$ cat src/rtl/esp_io_sched_if.sv
// Z80-side decode, ESP handshake and status signals of the ESP I/O scheduler.
// The host side uses master; the scheduler uses slave.
interface esp_io_sched_if;
    logic       io_access;
    logic       sel_trs_io_in;
    logic       sel_trs_io_out;
    logic       sel_frehd_in;
    logic       sel_frehd_out;
    logic       sel_printer_rd;
    logic       sel_printer_wr;
    logic       ESP_DONE;
    logic       ESP_REQ;
    logic [2:0] ESP_S;
    logic       WAIT;
    logic       busy;
    logic       timeout_evt;
    logic       overrun_evt;
    logic [7:0] err_count;

    modport master (
        output io_access, sel_trs_io_in, sel_trs_io_out, sel_frehd_in, sel_frehd_out,
               sel_printer_rd, sel_printer_wr, ESP_DONE,
        input  ESP_REQ, ESP_S, WAIT, busy, timeout_evt, overrun_evt, err_count
    );

    modport slave (
        input  io_access, sel_trs_io_in, sel_trs_io_out, sel_frehd_in, sel_frehd_out,
               sel_printer_rd, sel_printer_wr, ESP_DONE,
        output ESP_REQ, ESP_S, WAIT, busy, timeout_evt, overrun_evt, err_count
    );
endinterface

$ cat src/rtl/esp_io_sched.sv
// ESP I/O request scheduler: turns decoded Z80 port accesses into one ESP request
// at a time, holding the Z80 in WAIT until the ESP signals done or the wait times out.
module esp_io_sched #(
    parameter int unsigned REQ_PULSE      = 50,
    parameter logic [23:0] TIMEOUT_CYCLES = 24'd8400000
) (
    input  logic          clk,
    input  logic          RST_N,
    esp_io_sched_if.slave bus
);
    // state     | meaning
    // IDLE      | nothing outstanding, ESP_S holds the last code
    // REQ       | ESP_REQ high for REQ_PULSE cycles, Z80 held in WAIT
    // WAIT_DONE | pulse finished, waiting for a done edge or the timeout
    // RELEASE   | one cycle with WAIT and ESP_REQ low before IDLE
    typedef enum logic [1:0] {IDLE, REQ, WAIT_DONE, RELEASE} state_t;

    localparam logic [5:0] PULSE_LOAD = 6'(REQ_PULSE - 1);

    state_t      state, state_nx;
    logic [1:0]  arm_sync;
    logic        done_s1, done_s2, done_s3;
    logic [5:0]  pulse_cnt;
    logic [23:0] tmo_cnt;
    logic        done_seen;
    logic        sel_any;
    logic [2:0]  sel_code;
    logic        active, req_ok, overrun, done_edge, pulse_end, tmo_hit, tmo_take;
    logic        esp_req_d, wait_d, busy_d;
    logic        esp_req_q, wait_q, busy_q, timeout_evt_q, overrun_evt_q;
    logic [2:0]  esp_s_q;
    logic [7:0]  err_count_q;

    always_comb begin
        sel_any  = 1'b1;
        sel_code = 3'd0;
        if      (bus.sel_trs_io_in)  sel_code = 3'd0;
        else if (bus.sel_trs_io_out) sel_code = 3'd1;
        else if (bus.sel_frehd_in)   sel_code = 3'd2;
        else if (bus.sel_frehd_out)  sel_code = 3'd3;
        else if (bus.sel_printer_rd) sel_code = 3'd4;
        else if (bus.sel_printer_wr) sel_code = 3'd5;
        else                         sel_any  = 1'b0;
    end

    assign active    = (state == REQ) || (state == WAIT_DONE);
    assign req_ok    = bus.io_access && sel_any && arm_sync[1] && (state == IDLE);
    assign overrun   = bus.io_access && sel_any && (state != IDLE);
    // Edges only count while a request is outstanding; a level already high at entry never makes one.
    assign done_edge = done_s2 && !done_s3 && active;
    assign pulse_end = (state == REQ) && (pulse_cnt == 6'd0);
    assign tmo_hit   = ({1'b0, tmo_cnt} + 25'd1) >= {1'b0, TIMEOUT_CYCLES};
    assign tmo_take  = (state == WAIT_DONE) && tmo_hit && !done_edge;

    always_ff @(posedge clk or negedge RST_N) begin
        if (!RST_N) state <= IDLE;
        else        state <= state_nx;
    end

    always_comb begin
        state_nx = state;
        case (state)
            IDLE:      if (req_ok) state_nx = REQ;
            REQ:       if (pulse_end) state_nx = (done_seen || done_edge) ? RELEASE : WAIT_DONE;
            WAIT_DONE: if (done_edge || tmo_hit) state_nx = RELEASE;
            RELEASE:   state_nx = IDLE;
            default:   state_nx = IDLE;
        endcase
    end

    // Outputs are decoded from the next state and registered, so nothing is combinational to a pin.
    always_comb begin
        esp_req_d = (state_nx == REQ);
        wait_d    = (state_nx == REQ) || (state_nx == WAIT_DONE);
        busy_d    = (state_nx != IDLE);
    end

    always_ff @(posedge clk or negedge RST_N) begin
        if (!RST_N) begin
            arm_sync      <= 2'b00;
            done_s1       <= 1'b0;
            done_s2       <= 1'b0;
            done_s3       <= 1'b0;
            pulse_cnt     <= 6'd0;
            tmo_cnt       <= 24'd0;
            done_seen     <= 1'b0;
            esp_req_q     <= 1'b0;
            wait_q        <= 1'b0;
            busy_q        <= 1'b0;
            timeout_evt_q <= 1'b0;
            overrun_evt_q <= 1'b0;
            esp_s_q       <= 3'd0;
            err_count_q   <= 8'd0;
        end else begin
            arm_sync      <= {arm_sync[0], 1'b1};
            done_s1       <= bus.ESP_DONE;
            done_s2       <= done_s1;
            done_s3       <= done_s2;
            esp_req_q     <= esp_req_d;
            wait_q        <= wait_d;
            busy_q        <= busy_d;
            timeout_evt_q <= tmo_take;
            overrun_evt_q <= overrun;
            if (req_ok) begin
                pulse_cnt <= PULSE_LOAD;
                tmo_cnt   <= 24'd0;
                done_seen <= 1'b0;
                esp_s_q   <= sel_code;
            end else begin
                if ((state == REQ) && (pulse_cnt != 6'd0)) pulse_cnt <= pulse_cnt - 6'd1;
                if (active) tmo_cnt <= tmo_cnt + 24'd1;
                if ((state == REQ) && done_edge) done_seen <= 1'b1;
            end
            if (tmo_take && (err_count_q != 8'hFF)) err_count_q <= err_count_q + 8'd1;
        end
    end

    assign bus.ESP_REQ     = esp_req_q;
    assign bus.ESP_S       = esp_s_q;
    assign bus.WAIT        = wait_q;
    assign bus.busy        = busy_q;
    assign bus.timeout_evt = timeout_evt_q;
    assign bus.overrun_evt = overrun_evt_q;
    assign bus.err_count   = err_count_q;
endmodule

$ cat src/flat_wrapper.sv
// flat-port wrapper written by rule: the top's interface ports become plain ports
module esp_io_sched_flat 
#(
    parameter int unsigned REQ_PULSE      = 50,
    parameter logic [23:0] TIMEOUT_CYCLES = 24'd8400000
)
  (clk, RST_N, bus_io_access, bus_sel_trs_io_in, bus_sel_trs_io_out, bus_sel_frehd_in, bus_sel_frehd_out, bus_sel_printer_rd, bus_sel_printer_wr, bus_ESP_DONE, bus_ESP_REQ, bus_ESP_S, bus_WAIT, bus_busy, bus_timeout_evt, bus_overrun_evt, bus_err_count);
  esp_io_sched_if bus_i ();
  input  logic clk;
  input  logic RST_N;
  input wire logic [$bits(bus_i.io_access)-1:0] bus_io_access;
  input wire logic [$bits(bus_i.sel_trs_io_in)-1:0] bus_sel_trs_io_in;
  input wire logic [$bits(bus_i.sel_trs_io_out)-1:0] bus_sel_trs_io_out;
  input wire logic [$bits(bus_i.sel_frehd_in)-1:0] bus_sel_frehd_in;
  input wire logic [$bits(bus_i.sel_frehd_out)-1:0] bus_sel_frehd_out;
  input wire logic [$bits(bus_i.sel_printer_rd)-1:0] bus_sel_printer_rd;
  input wire logic [$bits(bus_i.sel_printer_wr)-1:0] bus_sel_printer_wr;
  input wire logic [$bits(bus_i.ESP_DONE)-1:0] bus_ESP_DONE;
  output wire logic [$bits(bus_i.ESP_REQ)-1:0] bus_ESP_REQ;
  output wire logic [$bits(bus_i.ESP_S)-1:0] bus_ESP_S;
  output wire logic [$bits(bus_i.WAIT)-1:0] bus_WAIT;
  output wire logic [$bits(bus_i.busy)-1:0] bus_busy;
  output wire logic [$bits(bus_i.timeout_evt)-1:0] bus_timeout_evt;
  output wire logic [$bits(bus_i.overrun_evt)-1:0] bus_overrun_evt;
  output wire logic [$bits(bus_i.err_count)-1:0] bus_err_count;
  assign bus_i.io_access = bus_io_access;
  assign bus_i.sel_trs_io_in = bus_sel_trs_io_in;
  assign bus_i.sel_trs_io_out = bus_sel_trs_io_out;
  assign bus_i.sel_frehd_in = bus_sel_frehd_in;
  assign bus_i.sel_frehd_out = bus_sel_frehd_out;
  assign bus_i.sel_printer_rd = bus_sel_printer_rd;
  assign bus_i.sel_printer_wr = bus_sel_printer_wr;
  assign bus_i.ESP_DONE = bus_ESP_DONE;
  assign bus_ESP_REQ = bus_i.ESP_REQ;
  assign bus_ESP_S = bus_i.ESP_S;
  assign bus_WAIT = bus_i.WAIT;
  assign bus_busy = bus_i.busy;
  assign bus_timeout_evt = bus_i.timeout_evt;
  assign bus_overrun_evt = bus_i.overrun_evt;
  assign bus_err_count = bus_i.err_count;
  esp_io_sched #(.REQ_PULSE(REQ_PULSE), .TIMEOUT_CYCLES(TIMEOUT_CYCLES)) u_core (.clk(clk), .RST_N(RST_N), .bus(bus_i));
endmodule
$ cat config.mk
export PLATFORM = sky130hd
export DESIGN_NAME = esp_io_sched_flat
export DESIGN_NICKNAME = d
export VERILOG_FILES = /design/src/rtl/esp_io_sched_if.sv /design/src/rtl/esp_io_sched.sv /design/src/flat_wrapper.sv
export SDC_FILE = /design/constraint.sdc
export NUM_CORES = 1
export LEC_CHECK = 0
export BUFFER_PORTS_ARGS = -buffer_cell sky130_fd_sc_hd__buf_2
export CAP_MARGIN = 20
export CORE_UTILIZATION = 26
export DETAILED_ROUTE_END_ITERATION = 8
export GPL_TIMING_DRIVEN = 0
export PLACE_DENSITY = 0.51
export REMOVE_ABC_BUFFERS = 1
export SYNTH_ARGS = -nofsm -noshare
export SYNTH_HDL_FRONTEND = slang
export SYNTH_SLANG_ARGS = --single-unit
$ cat constraint.sdc
create_clock -name clk -period 3.2 [get_ports clk]
set_input_delay 0.48 -clock clk [delete_from_list [all_inputs] [get_ports clk]]
set_output_delay 0.48 -clock clk [all_outputs]
set_load 0.02 [all_outputs]
==> results.md, run 1 <==
- The pre-CTS setup slack is 0.306 ns.
- The kind of capture point of the worst setup path is a flop.
- The smallest clock period supported by the final layout is computed as 2.90 ns.
- The proportion of layout cells with a drive suffix above 1 is 14.5%.
- The worst register-to-register path begins at u_core.tmo_cnt[0].
- CTS placed an instance of sky130_fd_sc_hd__clkbuf_16 at the clock tree root.
- Dividing the detail-routed wire length by the instance count gives 12.0 um.
- The required time reported for the critical path endpoint is 3.37 ns.
- In the routed design, unresolved DRC markers number 0.
- In the final layout, flip-flops and latches occupy 1350 um^2.
- The CTS tree is done.
- The filler cell count is 1140.
- The count of hold-fix buffers inserted at cts is 0.
- The CTS sink count is between 50 and 60.
- The finished layout holds 472 standard cells, fillers aside.
- The run finished with clean final reports.
- The number of buffers inserted to repair setup after CTS is 0.
- Summed over its instances, the top area cell type makes up 45.8% of the synthesized netlist area.
- Synthesis handed over a netlist of 309 instances.
- Of the available clock period, the critical path in the final layout requires 90.7%.
- The fraction of the yosys area taken by sequential cells is 45.8%.
- The slowest stage of the critical path is the sky130_fd_sc_hd__dfrtp_1 cell.
- The capturing point of the worst reg2reg path is u_core.bus.WAIT.
- After the first detailed-routing iteration, the DRC count stood at 118.
- The most frequent cell on the critical path is sky130_fd_sc_hd__ha_1.
- The longest clock path from root to sink contains 2 buffers.
- The number of antenna diodes in the final layout is 0.
- The number of antenna violations at the first check in global routing came to 0.
- The global-route usage over all layers is 10.5%.
- The number of global-route vias before repair is 2072.
- The synthesized netlist occupies a cell area of 2950 um^2.
- The biggest fanout along the worst timing path is 9.
- sky130_fd_sc_hd__dfrtp_1 takes more of the synthesized area than any other cell.
- The number of distinct standard cells referenced by the synthesized netlist is 47.
- In the routed layout, each cell is associated on average with a via count of ~4.7.
- The length of the first detailed-routing pass in iterations is 4.
- The worst setup slack after layout is 0.299 ns.
- The y dimension of the die is 109 um.
- The path type of the worst min-delay path is input pin to asynchronous set/reset pin.
- The count of nets left with antenna violations once routing finished came out at 0.
- The core footprint is 10900 um^2.
- Setup violations remaining at the end of the flow were counted as 0.
- The top-level port count is 26.
- The worst-case reg-to-reg path depth is 9.
- The share of the core filled with cells in the final layout is 31.1%.
- Detailed placement finished with a half-perimeter wire length of 4080 um.
- The count of standard-cell rows is 38.
- For this run, the slowest stage of the critical path takes 0.44 ns.
- The number of buffers and inverters on the critical path is 0.
- From synthesis to final layout, the design area changed by 15.1%.
- The die outline width is 109 um.
- The TritonCTS buffer count is 5.
- The H-tree generated during clock tree synthesis spans 2 levels.
- The multi-input combinational cells in the finished layout cover a total of 1510 um^2.
- The number of hold violations in the final report came to 0.
- Entering global routing, the biggest net connects 39 pins.
- The first-pass GRT wire length is a little under 10000 um.
- Synthesis inferred 54 register bits.
- Walking the worst path, the cells encountered are ha_1 > and3_1 > nor4b_2 > o221ai_1 > a221oi_2 > a211o_1 > nand2b_1 > a21o_1 > ha_1.
- The final layout contains routed wiring with a total length of 5680 um.
- The average footprint of a synthesized cell is 9.55 um^2.
- Clock-pin slew was measured on the worst setup and hold paths at 0.07 ns.
- For the pin with the worst max-slew slack, the measured transition is 0.888 ns.
- Data on the critical path arrives at its endpoint at a little over 3 ns.
- Dividing total power by cell area gives a power density of 586 nW/um^2.
- The die covers roughly 12000 um^2.
- STA classifies the critical path startpoint as a flop.
- By area the synthesized netlist is led by sky130_fd_sc_hd__dfrtp_1 46%, sky130_fd_sc_hd__nor2_1 6.6%, sky130_fd_sc_hd__xnor2_1 5.9%, sky130_fd_sc_hd__xor2_1 4.7%, sky130_fd_sc_hd__ha_1 4.2%.
- In this run the tightest slew margin relative to its limit is 40.7%.
- The number of gates given a new drive strength after cts is 0.
- The placer congestion estimate is 0.764.
- Once the floorplan was initialized, standard cells occupied 27.0% of the core.
- The leakage power summed over all cells is 1.54 nW.
- Across the routed clock network, the largest skew measured is 0.00638 ns.
- Summing over every cut layer, the via total after detailed routing is 2232.
- The number of placed instances with taps included is 464.
- Setup repair after global routing left no endpoint under its margin.
- During synthesis, Yosys emitted a total of 0 warnings.
- The largest vdd supply drop is 0.308 mV.
- The worst setup path is of the flop to flop kind.
- The net count of the finished layout is 351.
- The highest achievable clock rate is 0.345 GHz.
- Max-cap violations in this run came to 0.
- The final max-slew violation count is 0.
- The total overflow left after global routing is 0.
- In this run the register-to-register setup slack is 0.30 ns.
- The later pin in the worst-skew pair is clocked with a latency of 0.29 ns.
- In this design, the largest share of critical-path delay is due to compound AO/OA/AOI/OAI gates.
- During placement, the flow inserted port buffers numbering 25.
routing by layer:
layer	routed length (um)	GRT usage, %	vias up
met5	0	0	-
met3	217	2.59	9
met1	2920	14.3	1075
li1	-	-	1110
met2	2470	16.4	38
met4	70	3.09	0
through the flow:
step | cell area, um^2 | TNS, ns | power (mW) | hold slack [ns]
after global placement | 3200 | -0.598 | 1.41 | 0.332
after CTS | 3400 | 0 | 2.02 | 0.137
after detailed placement | 3240 | 0 | 1.43 | 0.336
after global routing | 3400 | 0 | 2.14 | 0.150
final | 3400 | 0 | 1.99 | 0.121
after floorplan | 2900 | 0 | 1.26 | 0.184
kinds of logic after synthesis:
kind of cell / share of synthesized area, %
adder cells (fa/ha/maj): 4.24
other: 0.127
XOR/XNOR: 10.7
buffers and inverters: 3.09
multiplexers: 2.54
flip-flops: 45.8
AO/OA/AOI/OAI: 6.82
AND/OR/NAND/NOR: 26.7
cells in the final DEF (no fill, tap or decap), types with 2 or more instances in the layout:
cell and n:
sky130_fd_sc_hd__and2_1 3, sky130_fd_sc_hd__nor2b_1 2, sky130_fd_sc_hd__nand2b_1 2, sky130_fd_sc_hd__dfrtp_1 54, sky130_fd_sc_hd__buf_2 25, sky130_fd_sc_hd__or3_1 3, sky130_fd_sc_hd__clkbuf_8 2, sky130_fd_sc_hd__ha_1 10
sky130_fd_sc_hd__a211oi_1 3, sky130_fd_sc_hd__nand2_1 23, sky130_fd_sc_hd__mux2i_1 6, sky130_fd_sc_hd__and3_1 8, sky130_fd_sc_hd__nand3_1 16, sky130_fd_sc_hd__a21oi_1 9, sky130_fd_sc_hd__xnor2_1 20, sky130_fd_sc_hd__xor2_1 16
sky130_fd_sc_hd__nor3_4 2, sky130_fd_sc_hd__nand4_2 2, sky130_fd_sc_hd__o211ai_1 2, sky130_fd_sc_hd__nor4_1 3, sky130_fd_sc_hd__o21ai_0 5, sky130_fd_sc_hd__nor2_1 51, sky130_fd_sc_hd__or2_2 2, sky130_fd_sc_hd__inv_1 10
sky130_fd_sc_hd__clkbuf_16 5, sky130_fd_sc_hd__nand4_1 11, sky130_fd_sc_hd__nor3b_1 2, sky130_fd_sc_hd__a21o_1 2, sky130_fd_sc_hd__and4_1 2, sky130_fd_sc_hd__nor3_1 10
report_power, final:
group	switching, mW	leakage [nW]	internal, mW
Clock	0.248	0.0801	0.335
Sequential	0.0992	0.709	0.799
Combinational	0.308	0.748	0.202
worst register-to-register path, cell delays in order (launching register included):
cell and delay [ns]:
sky130_fd_sc_hd__dfrtp_1 0.44, sky130_fd_sc_hd__ha_1 0.26, sky130_fd_sc_hd__and3_1 0.23, sky130_fd_sc_hd__nor4b_2 0.35
sky130_fd_sc_hd__o221ai_1 0.20, sky130_fd_sc_hd__a221oi_2 0.31, sky130_fd_sc_hd__a211o_1 0.38, sky130_fd_sc_hd__nand2b_1 0.16
sky130_fd_sc_hd__a21o_1 0.19, sky130_fd_sc_hd__ha_1 0.28
registers in the layout (all words and copies together), names as in the netlist:
name and flops:
u_core.bus.ESP_REQ 1, u_core.state 2, u_core.tmo_cnt 24, u_core.done_seen 1
u_core.pulse_cnt 6, u_core.done_s3 1, u_core.bus.err_count 8, u_core.bus.timeout_evt 1
u_core.bus.overrun_evt 1, u_core.done_s2 1, u_core.bus.WAIT 1, u_core.arm_sync 2
u_core.bus.ESP_S 3, u_core.bus.busy 1, u_core.done_s1 1
synth_stat cells, drive strengths merged:
cell	count
a211o	1
a211oi	3
a21o	2
a21oi	9
a221oi	1
a22o	1
a41oi	1
and2	3
and3	8
and4	2
buf	2
clkbuf	10
conb	1
dfrtp	54
ha	10
inv	10
mux2	1
mux2i	6
nand2	24
nand2b	2
nand3	16
nand3b	1
nand4	14
nand4b	1
nor2	52
nor2b	2
nor3	13
nor3b	2
nor4	3
nor4b	1
o211ai	2
o21ai	6
o221ai	1
o22ai	1
o32ai	1
o41ai	1
or2	2
or3	3
xnor2	20
xor2	16
worst max-delay path by stage:
stage | depth (start not counted) | start | slack, ns | to
after floorplan | 7 | u_core.state[0] | 0.64 | u_core.bus.WAIT
after global placement | 7 | u_core.state[0] | -0.29 | u_core.bus.WAIT
after detailed placement | 9 | u_core.tmo_cnt[0] | 0.31 | u_core.bus.WAIT
after CTS | 9 | u_core.tmo_cnt[0] | 0.30 | u_core.bus.WAIT
after global routing | 9 | u_core.tmo_cnt[0] | 0.15 | u_core.bus.WAIT
final | 9 | u_core.tmo_cnt[0] | 0.30 | u_core.bus.WAIT
cell type report:
cell class	count	share of cell area [%]
Timing Repair Buffer	27	4.71
Multi-Input combinational cell	233	44.5
Clock inverter	1	0.258
Inverter	10	1.10
Sequential cell	54	39.8
Clock buffer	7	4.49
Tap cell	140	5.16
No activity file was read; power rests on OpenSTA's default activity.
==> run 2: changes to the inputs <==
--- a/config.mk
+++ b/config.mk
@@ -10,7 +10,7 @@
 export CORE_UTILIZATION = 26
 export DETAILED_ROUTE_END_ITERATION = 8
 export GPL_TIMING_DRIVEN = 0
-export PLACE_DENSITY = 0.51
+export PLACE_DENSITY = 0.53
 export REMOVE_ABC_BUFFERS = 1
 export SYNTH_ARGS = -nofsm -noshare
 export SYNTH_HDL_FRONTEND = slang
==> constraint.sdc (replaced) <==
create_clock -name clk -period 2.44 [get_ports clk]
set_input_delay 0.366 -clock clk [delete_from_list [all_inputs] [get_ports clk]]
set_output_delay 0.366 -clock clk [all_outputs]
set_load 0.02 [all_outputs]
==> results.md, run 2 (synthesized netlist as in run 1, its figures left out) <==
- The number of nets still failing antenna checks after routing is 0.
- For this design the top-level I/O count stands at 26.
- Summed over all failing endpoints, the final setup total negative slack is -0.00146 ns.
- The first-pass GRT wire length is 10300 um.
- The tightest min-delay check is of the input pin to flop type.
- The run finished, with violations left.
- The worst setup path is of the flop to flop kind.
- The initial core utilization is 27.0%.
- Leaving out fill and tap cells, the most frequent cells in the layout are 52 x sky130_fd_sc_hd__dfrtp_1, 51 x sky130_fd_sc_hd__nor2_1, 25 x sky130_fd_sc_hd__buf_2.
- At the pin with the least slew margin, the transition time is 0.702 ns.
- The largest net degree at the start of global routing is 41.
- Walking the worst path, the cells encountered are ha_2 > and3_4 > nor4b_4 > buf_4 > a22o_1 > a221oi_2 > a211o_4 > buf_6 > nand2_4 > mux2_4.
- The number of placed instances with taps included is 464.
- STA classifies the critical path startpoint as a flop.
- The post-route non-filler standard cell count is 485.
- The clock reaches the later pin of the worst-skew pair after 0.29 ns.
- TritonCTS built the clock tree.
- The post-route total power is 2.78 mW.
- The kind of capture point of the worst setup path is a flop.
- The number of diodes added for antenna fixing is 0.
- The final routed DRC violation total is 0.
- Across the run, the number of max-cap violations was 0.
- The number of DRC violations after detailed-routing iteration 0 is 72.
- The clock drives 54 sinks.
- In this run the tool buffered the top-level ports with 25 buffer cells.
- The register name with the most flops is u_core.tmo_cnt.
- The number of hold violations in the final report came to 0.
- Based on the critical path, the design can be clocked at up to 0.410 GHz.
- The final max-slew violation count is 0.
- The average wire length per cell after detail routing is 12.3 um.
- The share of the core filled with cells in the final layout is 33.0%.
- The checks that failed: setup timing.
- The die outline width is around 110 um.
- Headroom to the max-slew limit came out at 53.2%.
- The overall routed net length is 5980 um.
- Setup violations remaining at the end of the flow were counted as 1.
- The clock input transition at the sequential cells of the worst setup and hold paths is 0.07 ns.
- Leaving out fill and tap cells, the most frequent cell in the layout is sky130_fd_sc_hd__dfrtp_1.
- The flip-flop count of the largest register after layout is 24.
- For this run, the detailed router's first-pass iteration total came to 4.
- The largest single stage delay on the critical path is 0.41 ns.
- The register area is approximately 1400 um^2.
- The net count of the finished layout is about 360.
- The cell with the largest stage delay on the worst path is sky130_fd_sc_hd__dfrtp_1.
- The wire-length estimate of the detail-placed layout is 4100 um.
- The H-tree was split into 2 levels.
- The worst-case IR drop observed on VDD is 0.390 mV.
- Setup repair after global routing could not meet its margin everywhere.
- The required time reported for the critical path endpoint is 2.62 ns.
- The leftover overflow at the end of global routing is 0.
- The multi-input combinational cells in the finished layout cover a total of 1600 um^2.
- The number of antenna violations at the first check in global routing is 0.
- The count of standard-cell rows is 38.
- The filler cell count is 1155.
- The leakage power summed over all cells is 1.62 nW.
- The post-layout minimum cycle time is approximately 2.4 ns.
- The number of global-route vias before repair is between 2000 and 2500.
- Across all setup checks in the final design, the least slack found is -0.00146 ns.
- The core region is 10900 um^2.
- The final clock skew is 0.00711 ns.
- The TritonCTS buffer count is 5.
- Of the cells placed in the final design, the portion with a size suffix greater than 1 is 20.3%.
- The global-route usage over all layers is between 10 and 15%.
- The final critical path takes up 100% of the cycle.
- In this run the deepest clock path goes through 2 buffers.
- In this run the power density over the cells is between 700 and 800 nW/um^2.
- The root buffer selected by CTS is sky130_fd_sc_hd__clkbuf_16.
- The congestion estimate from routability-driven global placement came to 0.771.
- Across all layers, the routed design uses 2281 vias.
- Measured along the y axis, the die boundary spans 109 um.
- From synthesis to final layout, the design area changed by 22.3%.
- Data arrives at the worst endpoint at 2.62 ns.
- In this run the worst path has a maximum fanout of 8.
- Using the TritonRoute via totals, the vias-per-cell ratio works out to 4.70.
- The die covers 11800 um^2.
[run 2: repair_timing]
item | 4_1_cts | 5_1_grt
setup buffers | 8 | 4
resized for setup | 9 | 10
hold endpoints to repair | 8 | 0
pin swaps | 5 | 10
setup endpoints to repair | 13 | 9
hold buffers | 1 | 0
[run 2: worst max-delay path: cells and delay by family, from the launching register on]
family	cells	cell delay [ns]
AOI/OAI and AO/OA	3	0.55
adders and majority gates	1	0.22
buffers and inverters	2	0.31
DFF	1	0.41
muxes	1	0.29
and+or+nand+nor	3	0.55
[run 2: metrics by stage]
step | hold WS (ns) | cell area [um^2] | setup slack (ns)
5_1_grt | 0.171 | 3610 | -0.0802
4_1_cts | 0.171 | 3530 | -0.00788
3_3_place_gp | 0.332 | 3200 | -1.01
3_5_place_dp | 0.312 | 3250 | -0.433
6_report | 0.178 | 3610 | -0.00146
2_1_floorplan | 0.0704 | 2900 | -0.121
[run 2: worst paths after layout]
check                                         from                       to  slack [ns]  depth (start not counted)
worst max-delay path             u_core.tmo_cnt[1]  u_core.bus.err_count[1]      -0.001                         10
worst min-delay path                  bus_ESP_DONE           u_core.done_s1        0.18                          1
worst max register to register   u_core.tmo_cnt[1]  u_core.bus.err_count[1]      -0.001                         10
worst min register to register  u_core.arm_sync[0]       u_core.arm_sync[1]        0.34                          0
max in group asynchronous                    RST_N  u_core.bus.err_count[7]        1.39                          3
min in group asynchronous                    RST_N       u_core.tmo_cnt[11]        0.52                          2
[run 2: metal layers]
metal  up-vias  wire length [um]  track usage [%]
met1      1099              3020             15.0
met3         6               213             2.35
met5         -                 0                0
met2        40              2680             17.3
li1       1136                 -                -
met4         0                60             3.67
[run 2: power by group]
part           leakage (nW)  switching, mW  internal (mW)
Clock                0.0771          0.331          0.485
Sequential            0.706          0.129           1.05
Combinational         0.833          0.442          0.341
Total                  1.62          0.902           1.87
[run 2: area by class of cell]
type / instances / share of cell area (%)
inverter: 10 / 1.04
clock inverter: 2 / 1.04
timing repair buffer: 40 / 7.66
multi-input combinational: 233 / 44.4
clock buffer: 6 / 3.57
tap: 140 / 4.85
sequential: 54 / 37.5
==> run 3: changes to the inputs <==
--- a/config.mk
+++ b/config.mk
@@ -7,10 +7,9 @@
 export LEC_CHECK = 0
 export BUFFER_PORTS_ARGS = -buffer_cell sky130_fd_sc_hd__buf_2
 export CAP_MARGIN = 20
-export CORE_UTILIZATION = 26
+export CORE_UTILIZATION = 53
 export DETAILED_ROUTE_END_ITERATION = 8
-export GPL_TIMING_DRIVEN = 0
-export PLACE_DENSITY = 0.53
+export PLACE_DENSITY = 0.85
 export REMOVE_ABC_BUFFERS = 1
 export SYNTH_ARGS = -nofsm -noshare
 export SYNTH_HDL_FRONTEND = slang
==> results.md, run 3 (synthesized netlist as in run 1, its figures left out) <==
- The leakage power summed over all cells is between 1.5 and 2 nW.
- The design internal power is 1.59 mW.
- The register with the most flip-flops in the layout has 24 of them.
- The pre-CTS setup slack is -0.0188 ns.
- The startpoint identified for the worst register-to-register timing path is u_core.tmo_cnt[5].
- The termination of the worst setup path is u_core.bus.err_count[1].
- For this run, the slowest stage of the critical path takes 0.49 ns.
- The post-layout minimum cycle time is approximately 2.4 ns.
- In this run the register-to-register setup slack is about 0.073 ns.
- The count of hold-fix buffers inserted at cts is 0.
- The leftover overflow at the end of global routing is 0.
- The clock latency on the worst-skew pair is 0.32 ns.
- The slew at the pin closest to its max-slew limit is 0.647 ns.
- The global-route usage over all layers is approximately a fifth.
- The switching share of power is about a third.
- The kind of capture point of the worst setup path is a flop.
- The core region is 5240 um^2.
- By instance count, the cell type seen most on the critical path is sky130_fd_sc_hd__buf_4.
- The worst-case IR drop observed on VDD is 0.579 mV.
- Leaving out fill and tap cells, the most frequent cells in the layout are 51 x sky130_fd_sc_hd__nor2_1, 48 x sky130_fd_sc_hd__dfrtp_1, 25 x sky130_fd_sc_hd__buf_2.
- For the worst setup path, the data required time is 2.65 ns.
- For this run, the detailed router's first-pass iteration total came to 4.
- The number of antenna violations at the first check in global routing is 0.
- The type of element launching the critical path is a flop.
- The highest achievable clock rate is 0.422 GHz.
- TritonCTS created 5 clock buffers.
- The total net switching power is ~0.86 mW.
- The startpoint-to-endpoint class of the critical path is flop to flop.
- In this run the worst path has a maximum fanout of 8.
- The synthesis-to-finish area growth is 16.5%.
- The worst pin sits at a relative slew slack of a little under three fifths.
- After detailed routing, the average wire length per cell comes to 14.1 um.
- The clock arrives with approximately 0.0085 ns of skew.
- The number of global-route vias before repair is 2171.
- Setup violations remaining at the end of the flow were counted as 0.
- Once the floorplan was initialized, standard cells occupied 56.4% of the core.
- The sequential share of power is 48.1%.
- The first global-routing pass estimated 9870 um of wire.
- For this design the top-level I/O count stands at 26.
- The filler cell count is 399.
- Clock-pin slew was measured on the worst setup and hold paths at 0.10 ns.
- The H-tree depth is 2.
- The post-route total power is roughly 2.5 mW.
- The post-route non-filler standard cell count is 418.
- The floorplan has 26 rows.
- The post-route fraction of the period consumed by the critical path is roughly 97%.
- Including well taps, the total number of placed cells is a little over 400.
- The register name with the most flops is u_core.tmo_cnt.
- The CTS tree is done.
- For this design the ratio of total power to cell area is between 700 and 800 nW/um^2.
- The y dimension of the die is 76.6 um.
- The number of cells on the worst reg-to-reg path is 9.
- The floorplan step defined a die boundary enclosing between 5000 and 6000 um^2.
- Registers take 1360 um^2.
- For this block, the routed nets add up to 5910 um of wire.
- Among all stages on the critical path, the largest delay is contributed by sky130_fd_sc_hd__dfrtp_1.
- In the final layout, the multi-input gates occupy 1580 um^2.
- The largest net degree at the start of global routing is 30.
- The total vias in the final route is 2346.
- The placer congestion estimate is between 0.9 and 1.
- The run finished with clean final reports.
- The mean number of vias per cell is 5.61.
- The number of nets still failing antenna checks after routing is 0.
- The net count of the finished layout is 367.
- The tree is rooted in a sky130_fd_sc_hd__clkbuf_8.
- In this run the critical register-to-register path is captured at u_core.bus.err_count[1].
- After detailed routing, the number of remaining DRC violations is 0.
- The number of hold violations in the final report is 0.
- 0 antenna diodes ended up in the layout.
- The count of input and output buffers is 25.
- The final max-slew violation count is 0.
- The path type of the worst min-delay path is input pin to asynchronous set/reset pin.
- Per report_power, the clock group accounts for 21.7% of the total.
- The number of DRC violations after detailed-routing iteration 0 is 163.
- The die is 76.6 um wide.
- The combinational fraction of design power is 30.2%.
- The post-route netlist has 21.8% of its cells at a drive strength greater than 1.
- The signal on the critical path passes through nand4_4 > nor4b_4 > buf_4 > a22o_1 > a221oi_2 > a211o_1 > buf_4 > nand2_4 > mux2_4.
- The critical path starts at u_core.tmo_cnt[5].
- At the worst endpoint, the arrival time is 2.58 ns.
- The most common library cell in the layout ignoring fill and taps is sky130_fd_sc_hd__nor2_1.
- The tree built by TritonCTS fans out to 54 sinks.
- The worst setup slack after layout is 0.0728 ns.
- The wire-length estimate of the detail-placed layout is 4180 um.
- The tool flagged a number of max-cap violations equal to 0.
- The maximum clock path buffer count is 2.
-- run 3: cell type report --
type	instances	share of cell area, %
flip-flops and latches	54	39.5
multi-input cells	233	46.0
clock buffers	6	2.40
clock inverters	2	0.509
well taps	70	2.55
repair buffers	43	7.93
inverters	10	1.09
-- run 3: worst min-delay path by stage --
stage	startpoint	endpoint	slack (ns)
final	RST_N	u_core.tmo_cnt[7]	0.06
after global routing	RST_N	u_core.tmo_cnt[7]	0.11
after CTS	RST_N	u_core.tmo_cnt[7]	0.09
after detailed placement	u_core.arm_sync[0]	u_core.arm_sync[1]	0.34
after global placement	u_core.arm_sync[0]	u_core.arm_sync[1]	0.33
after floorplan	RST_N	u_core.arm_sync[0]	0.07
-- run 3: power by group through the flow --
stage | Clock (mW) | Combinational [mW] | Sequential [mW]
final | 0.533 | 0.742 | 1.18
after global routing | 0.587 | 0.828 | 1.20
after CTS | 0.541 | 0.729 | 1.16
after detailed placement | 0 | 0.723 | 1.18
after global placement | 0 | 0.695 | 1.17
after floorplan | 0 | 0.424 | 1.23
-- run 3: critical path, delay by kind of cell, from the launching register on --
kind / cells / cell delay (ns)
compound gates: 3 / 0.49
buf+inv: 2 / 0.34
flops: 1 / 0.49
mux: 1 / 0.29
simple gates: 3 / 0.65
-- run 3: repair_timing --
item                                    4_1_cts  5_1_grt
endpoints found under the setup margin        1        6
resized for setup                             0       17
buffers inserted                              1        2
hold endpoints to repair                      0        0
pin swaps                                     4        7
-- run 3: metal layers --
layer | global-route usage, % | up-vias | wire length [um]
li1 | - | 1144 | -
met3 | 3.95 | 11 | 281
met2 | 35.1 | 64 | 2840
met4 | 6.73 | 0 | 103
met5 | 0 | - | 0
met1 | 27.9 | 1127 | 2690
-- run 3: per-stage QoR --
step	TNS (ns)	instance area (um^2)	util, %	hold slack (ns)
global placement	0	3240	61.8	0.333
CTS	0	3350	63.9	0.0894
detailed placement	-0.0188	3240	61.8	0.337
floorplan	-0.128	2900	-	0.0704
finish	0	3440	65.7	0.0617
global route	-0.0606	3440	65.7	0.106
